## config.mk

```make
export PLATFORM = sky130hd
export DESIGN_NAME = regfile_mp
export DESIGN_NICKNAME = d
export VERILOG_FILES = /design/src/rtl/regfile_pkg.sv /design/src/rtl/regfile_clear_seq.sv /design/src/rtl/regfile_mp.sv
export SDC_FILE = /design/constraint.sdc
export NUM_CORES = 2
export LEC_CHECK = 0
export BUFFER_PORTS_ARGS = -buffer_cell sky130_fd_sc_hd__buf_2
export CAP_MARGIN = 10
export CORE_MARGIN = 2
export CORE_UTILIZATION = 36
export CTS_CLUSTER_DIAMETER = 60
export DETAILED_ROUTE_END_ITERATION = 8
export PLACE_DENSITY = 0.51
export SLEW_MARGIN = 20
export SYNTH_ARGS = -nofsm -noshare
export SYNTH_HDL_FRONTEND = slang
export SYNTH_SLANG_ARGS = --single-unit
```

## constraint.sdc

```tcl
create_clock -name clk -period 7 [get_ports clk]
set_input_delay 1.4 -clock clk [delete_from_list [all_inputs] [get_ports clk]]
set_output_delay 1.4 -clock clk [all_outputs]
set_load 0.1 [all_outputs]
```

## src/rtl/regfile_pkg.sv

```systemverilog
// regfile_pkg: shared types and default sizes for the multi-port register file.
package regfile_pkg;
   typedef enum logic {CLEAR, IDLE} seqState_t;
   localparam int DEF_DATA_W = 32;
   localparam int DEF_ADDR_W = 5;
endpackage

```

## src/rtl/regfile_clear_seq.sv

```systemverilog
// regfile_clear_seq: walks every entry once after reset or a clear request, then idles.
module regfile_clear_seq
   import regfile_pkg::*;
#(
   parameter int ADDR_W = DEF_ADDR_W
) (
   input  logic              clk,
   input  logic              rst,
   input  logic              clear_req,
   output logic              ready,
   output logic              clr_we,
   output logic [ADDR_W-1:0] clr_addr
);
   localparam int DEPTH = 2**ADDR_W;
   localparam logic [ADDR_W:0] LAST = (ADDR_W+1)'(DEPTH - 1);
   seqState_t state;
   logic [ADDR_W:0] count;
   always_ff @(posedge clk or negedge rst)
      if (!rst) begin
         state <= CLEAR;
         count <= '0;
         ready <= 1'b0;
      end else if (state == CLEAR) begin
         state <= count == LAST ? IDLE : CLEAR;
         ready <= count == LAST;
         count <= count == LAST ? '0 : count + 1'b1;
      end else if (clear_req) begin
         state <= CLEAR;
         count <= '0;
         ready <= 1'b0;
      end
   assign clr_we   = state == CLEAR;
   assign clr_addr = count[ADDR_W-1:0];
endmodule

```

## src/rtl/regfile_mp.sv

```systemverilog
// regfile_mp: two-read/two-write register file with optional write bypass,
// hardware clear sequencer and per-register pending scoreboard.
module regfile_mp
   import regfile_pkg::*;
#(
   parameter int DATA_W   = DEF_DATA_W,
   parameter int ADDR_W   = DEF_ADDR_W,
   parameter bit BYPASS   = 1'b1,
   parameter bit ZERO_REG = 1'b1
) (
   input  logic              clk,
   input  logic              rst,
   input  logic              clear_req,
   output logic              ready,
   input  logic [ADDR_W-1:0] rd_addr_a,
   input  logic [ADDR_W-1:0] rd_addr_b,
   output logic [DATA_W-1:0] rd_data_a,
   output logic [DATA_W-1:0] rd_data_b,
   output logic              rd_pend_a,
   output logic              rd_pend_b,
   input  logic              wr_en0,
   input  logic              wr_en1,
   input  logic [ADDR_W-1:0] wr_addr0,
   input  logic [ADDR_W-1:0] wr_addr1,
   input  logic [DATA_W-1:0] wr_data0,
   input  logic [DATA_W-1:0] wr_data1,
   input  logic              pend_set,
   input  logic [ADDR_W-1:0] pend_addr
);
   localparam int DEPTH = 2**ADDR_W;
   logic [DATA_W-1:0] mem [DEPTH];
   logic [DEPTH-1:0] pend, clrMask, setMask;
   logic [ADDR_W-1:0] clrAddr;
   logic clrWe, we0, we1, setOk;

   regfile_clear_seq #(.ADDR_W(ADDR_W)) u_seq (
      .clk      (clk),
      .rst      (rst),
      .clear_req(clear_req),
      .ready    (ready),
      .clr_we   (clrWe),
      .clr_addr (clrAddr)
   );

   assign we0   = ready && wr_en0 && !(ZERO_REG && wr_addr0 == '0);
   assign we1   = ready && wr_en1 && !(ZERO_REG && wr_addr1 == '0);
   assign setOk = ready && pend_set && !(ZERO_REG && pend_addr == '0);

   // Port 1 is written last so it wins an address collision.
   always_ff @(posedge clk)
      if (clrWe) mem[clrAddr] <= '0;
      else begin
         if (we0) mem[wr_addr0] <= wr_data0;
         if (we1) mem[wr_addr1] <= wr_data1;
      end

   assign rd_data_a = !ready || (ZERO_REG && rd_addr_a == '0) ? '0 :
                      BYPASS && we1 && wr_addr1 == rd_addr_a ? wr_data1 :
                      BYPASS && we0 && wr_addr0 == rd_addr_a ? wr_data0 : mem[rd_addr_a];
   assign rd_data_b = !ready || (ZERO_REG && rd_addr_b == '0) ? '0 :
                      BYPASS && we1 && wr_addr1 == rd_addr_b ? wr_data1 :
                      BYPASS && we0 && wr_addr0 == rd_addr_b ? wr_data0 : mem[rd_addr_b];

   // A set landing on a register being written in the same cycle survives.
   assign clrMask = (we0 ? DEPTH'(1) << wr_addr0 : '0) | (we1 ? DEPTH'(1) << wr_addr1 : '0);
   assign setMask = setOk ? DEPTH'(1) << pend_addr : '0;
   always_ff @(posedge clk or negedge rst)
      if (!rst) pend <= '0;
      else pend <= clrWe ? '0 : (pend & ~clrMask) | setMask;

   assign rd_pend_a = ready && pend[rd_addr_a] && !(ZERO_REG && rd_addr_a == '0);
   assign rd_pend_b = ready && pend[rd_addr_b] && !(ZERO_REG && rd_addr_b == '0);
endmodule
```

==> qor.log <==
qor: sta.tightest_slew_margin_relative_to_the_limit 16.9%
qor: layout.layout_cells_sized_above_1 25.6%
qor: clock_network.htree_num_levels 4
qor: floorplan.die-area 179000 sq um
qor: sta.hold_viol_final 0
qor: yosys.yosys_warnings 0
qor: floorplan.die_w 424 um
qor: yosys.synth.lib_cells_used.distinct 69
qor: setup_path.criticalPathCategory in -> out
qor: yosys.synth-edff-count 1024
qor: sta.grt_setup_unrepaired no
qor: placed_design.place_hpwl 156 mm
qor: yosys.netlist_instances 5864
qor: setup_path.crit_path_start rd_addr_a[0]
qor: setup_path.end_kind primary output
qor: sta.finalSetupViolCount 0
qor: sta.fmaxAchievable 0.155 GHz
qor: layout.syn_to_layout_area_delta 12.4%
qor: clock_network.clock_sinks 1064
qor: layout.mostFrequentLayoutCells 1161 x sky130_fd_sc_hd__nand2_1, 1024 x sky130_fd_sc_hd__edfxtp_1, 852 x sky130_fd_sc_hd__o21ai_0, 469 x sky130_fd_sc_hd__mux2_2, 270 x sky130_fd_sc_hd__mux4_2
qor: power.worst_ir_drop_vdd 0.243 mV
qor: sta.slew_violations 0
qor: yosys.synthDominantCellAreaShare 48.5%
qor: setup_path.ff2ff_setup_slack 3.13 ns
qor: placed_design.placed_cells_incl_taps 7855
qor: clock_network.cts_tree built
qor: clock_network.cts_made_buffers 130
qor: clock_network.cts_hold_buf 0
qor: grt.grtUsageTotal 28.7%
qor: sta.timing.clock.skew 0.0159 ns
qor: yosys.ys_top_cells_by_area sky130_fd_sc_hd__edfxtp_1 49%, sky130_fd_sc_hd__mux4_2 9.6%, sky130_fd_sc_hd__mux2_2 8.3%, sky130_fd_sc_hd__nand2_1 7.1%, sky130_fd_sc_hd__o21ai_0 6.7%
qor: setup_path.source_of_the_worst_register_to_register_timing_path u_seq.ready
qor: yosys.synth_sequential_area_ratio 50.1%
qor: grt.grt_first_pass_wirelength 368 mm
qor: setup_path.path_common_cell sky130_fd_sc_hd__buf_4
qor: layout.num-fill-cells 16300
qor: job.cap_viol_max_count 0
qor: grt.globalRoute.totalOverflow 0
qor: clock_network.cts-resized-gates 0
qor: setup_path.worstPathBufferInverterCount 4
qor: route.final_antenna_net_count 0
qor: hold_path.hp-class reg -> reg
qor: yosys.synth_top_flop_cell sky130_fd_sc_hd__edfxtp_1
qor: floorplan.die_y 424 um
qor: route.drc 0
qor: floorplan.starting_utilization_of_the_core_area 36.3%
qor: setup_path.rr_endpoint mem[31][7]
qor: yosys.synth.net_count 5960
qor: power.power_internal 0.0125 W
qor: power.power.share.combinational 18.8%
qor: route.wl 263 mm
qor: yosys.synth_area 63400 sq um
qor: sta.final_clock_period_utilization_by_the_worst_path 92.1%
qor: yosys.synth-seq-cells 1064
qor: floorplan.std_cell_rows 153
qor: layout.stdcell_count 8085
qor: yosys.async_reset_ff_share 3.76%
qor: grt.global_route.peak_usage_layer met2
qor: route.first_pass_iters 7
qor: grt.grt_max_degree 71
qor: setup_path.cp_slowest_cell sky130_fd_sc_hd__a211oi_1
qor: grt.use_met3 4.71%
qor: power.p_sw_share 29.9%
qor: layout.final_nets 5758
qor: setup_path.worstSetupStartpointType input pin
qor: setup_path.crit_path_max_incr_delay 0.85 ns
qor: placed_design.gp_routability_congestion 0.934
qor: grt.use_met1 39.0%
qor: setup_path.path_depth 9
qor: grt.globalRouteMet2Util 44.7%
qor: outcome.run_status finished clean
qor: clock_network.clkTransAtPathRegs 0.06 ns
qor: layout.mostFrequentLayoutCell sky130_fd_sc_hd__nand2_1
qor: sta.worst_pin_slew 1.25 ns
qor: setup_path.reg2reg_depth 6
qor: placed_design.io_buffer_count 161
qor: power.pwr-share-clk 37.3%
qor: sta.timing.setup.tns 0 ns
qor: clock_network.worstSkewPairLatency 0.76 ns
qor: setup_path.cp_data_required_time 5.60 ns
qor: clock_network.cts_root_buffer sky130_fd_sc_hd__clkbuf_16
qor: route.routed_via_density 6.20
qor: setup_path.cp_cell_sequence buf_8 > buf_4 > mux4_2 > a22oi_1 > o31ai_1 > a211oi_1 > buf_4 > o211ai_2 > buf_2
qor: yosys.synthesis.area_per_instance 10.8 sq um
qor: power.power.share.sequential 43.8%
qor: floorplan.design.core.area 174000 sq um
qor: power.leak_pwr 22.9 nW
qor: grt.vias_in_the_first_global_route 47900
qor: sta.post-route-min-period 6.44 ns
qor: floorplan.io_pins 162
qor: power.power.density_cell_area 251 nW/um^2
qor: setup_path.arrival 5.04 ns
qor: setup_path.worst_setup_path_endpoint rd_data_a[4]
qor: power.power.switching 0.00534 W
qor: clock_network.postCtsSetupBuffers 0
qor: grt.initial_antenna_violation_count 7
qor: route.drt-initial-drc-count 6455
qor: setup_path.critical_path.top_delay_family buffers and inverters
qor: clock_network.clk_path_buf_depth 3
qor: route.via_count 50200
qor: yosys.netlist.top_cell.by_area sky130_fd_sc_hd__edfxtp_1
qor: setup_path.timing.critical_path.fanout_max 49
qor: route.routedWlPerCell 32.5 um
==> worst min path at each step <==
stage	start	end	slack, ns	cells after the start
global placement	pend[14]	pend[14]	0.53	2
CTS	pend[14]	pend[14]	0.55	2
floorplan	pend[0]	pend[0]	0.48	1
global route	pend[31]	pend[31]	0.58	2
detailed placement	pend[14]	pend[14]	0.54	2
finish	pend[0]	pend[0]	0.55	1
==> state kept, by name, summed over array words and instances (netlist names) <==
name	cells
u_seq.count	6
pend	32
u_seq.state	1
mem	1024
u_seq.ready	1
==> stage by stage <==
stage / utilization (%) / setup slack [ns] / hold WS, ns / total power, W / instance area (sq um)
floorplan: - / 0.651 / 0.479 / 0.00961 / 63400
global placement: 38.5 / 0.448 / 0.528 / 0.0112 / 67100
detailed placement: 38.5 / 0.462 / 0.543 / 0.0112 / 67100
CTS: 40.8 / 0.437 / 0.554 / 0.0178 / 71200
global route: 40.8 / 0.410 / 0.577 / 0.0182 / 71200
finish: 40.8 / 0.556 / 0.554 / 0.0179 / 71200
==> Yosys cell counts, types with 32 or more instances <==
master                     number
sky130_fd_sc_hd__o31ai_1       32
sky130_fd_sc_hd__nor2_1       130
sky130_fd_sc_hd__nor3_1        50
sky130_fd_sc_hd__buf_6         42
sky130_fd_sc_hd__nor2b_1       44
sky130_fd_sc_hd__edfxtp_1    1024
sky130_fd_sc_hd__buf_2        154
sky130_fd_sc_hd__and2_1        35
sky130_fd_sc_hd__buf_1         99
sky130_fd_sc_hd__dfrtp_1       40
sky130_fd_sc_hd__o22ai_1      232
sky130_fd_sc_hd__o221ai_1      39
sky130_fd_sc_hd__a22oi_1       97
sky130_fd_sc_hd__mux4_2       270
sky130_fd_sc_hd__inv_1         44
sky130_fd_sc_hd__nand2_1     1199
sky130_fd_sc_hd__nand3_1       55
sky130_fd_sc_hd__a211oi_1      93
sky130_fd_sc_hd__o21ai_0      852
sky130_fd_sc_hd__o21ai_1      176
sky130_fd_sc_hd__mux2_2       469
sky130_fd_sc_hd__clkbuf_1     433
==> kinds of logic after synthesis <==
logic type	after synthesis	synth area share, %
mux	763	18.3
fa+ha+maj	1	0.0197
compound gates	1664	15.6
flops	1064	50.1
simple gates	1574	10.2
xor+xnor	23	0.318
buf+inv	775	5.40
==> layout make-up <==
class                   count  area, sq um  area share (%)
multi-input cells        4025        29200            41.0
diodes                      4         10.0          0.0141
flip-flops and latches   1064        31800            44.6
inverters                  45          170           0.239
clock buffers             165         3580            5.02
clock inverters            61          514           0.722
well taps                2325         2910            4.08
repair buffers            396         3130            4.39
==> layer usage <==
layer	routed length (um)	up-vias	share of wire, %
met3	25100	569	9.5
met5	9	-	0.0034
li1	-	21600	-
met4	13300	2	5.1
met1	105000	25100	40
met2	120000	2956	46
==> power by group through the flow <==
stage | registers [W] | clock network, W | logic [W]
after floorplan | 0.00791 | 0 | 0.00170
after global placement | 0.00793 | 0 | 0.00329
final | 0.00783 | 0.00667 | 0.00336
after detailed placement | 0.00796 | 0 | 0.00329
after CTS | 0.00783 | 0.00672 | 0.00330
after global routing | 0.00789 | 0.00693 | 0.00343
(Power assumes the default switching activity.)
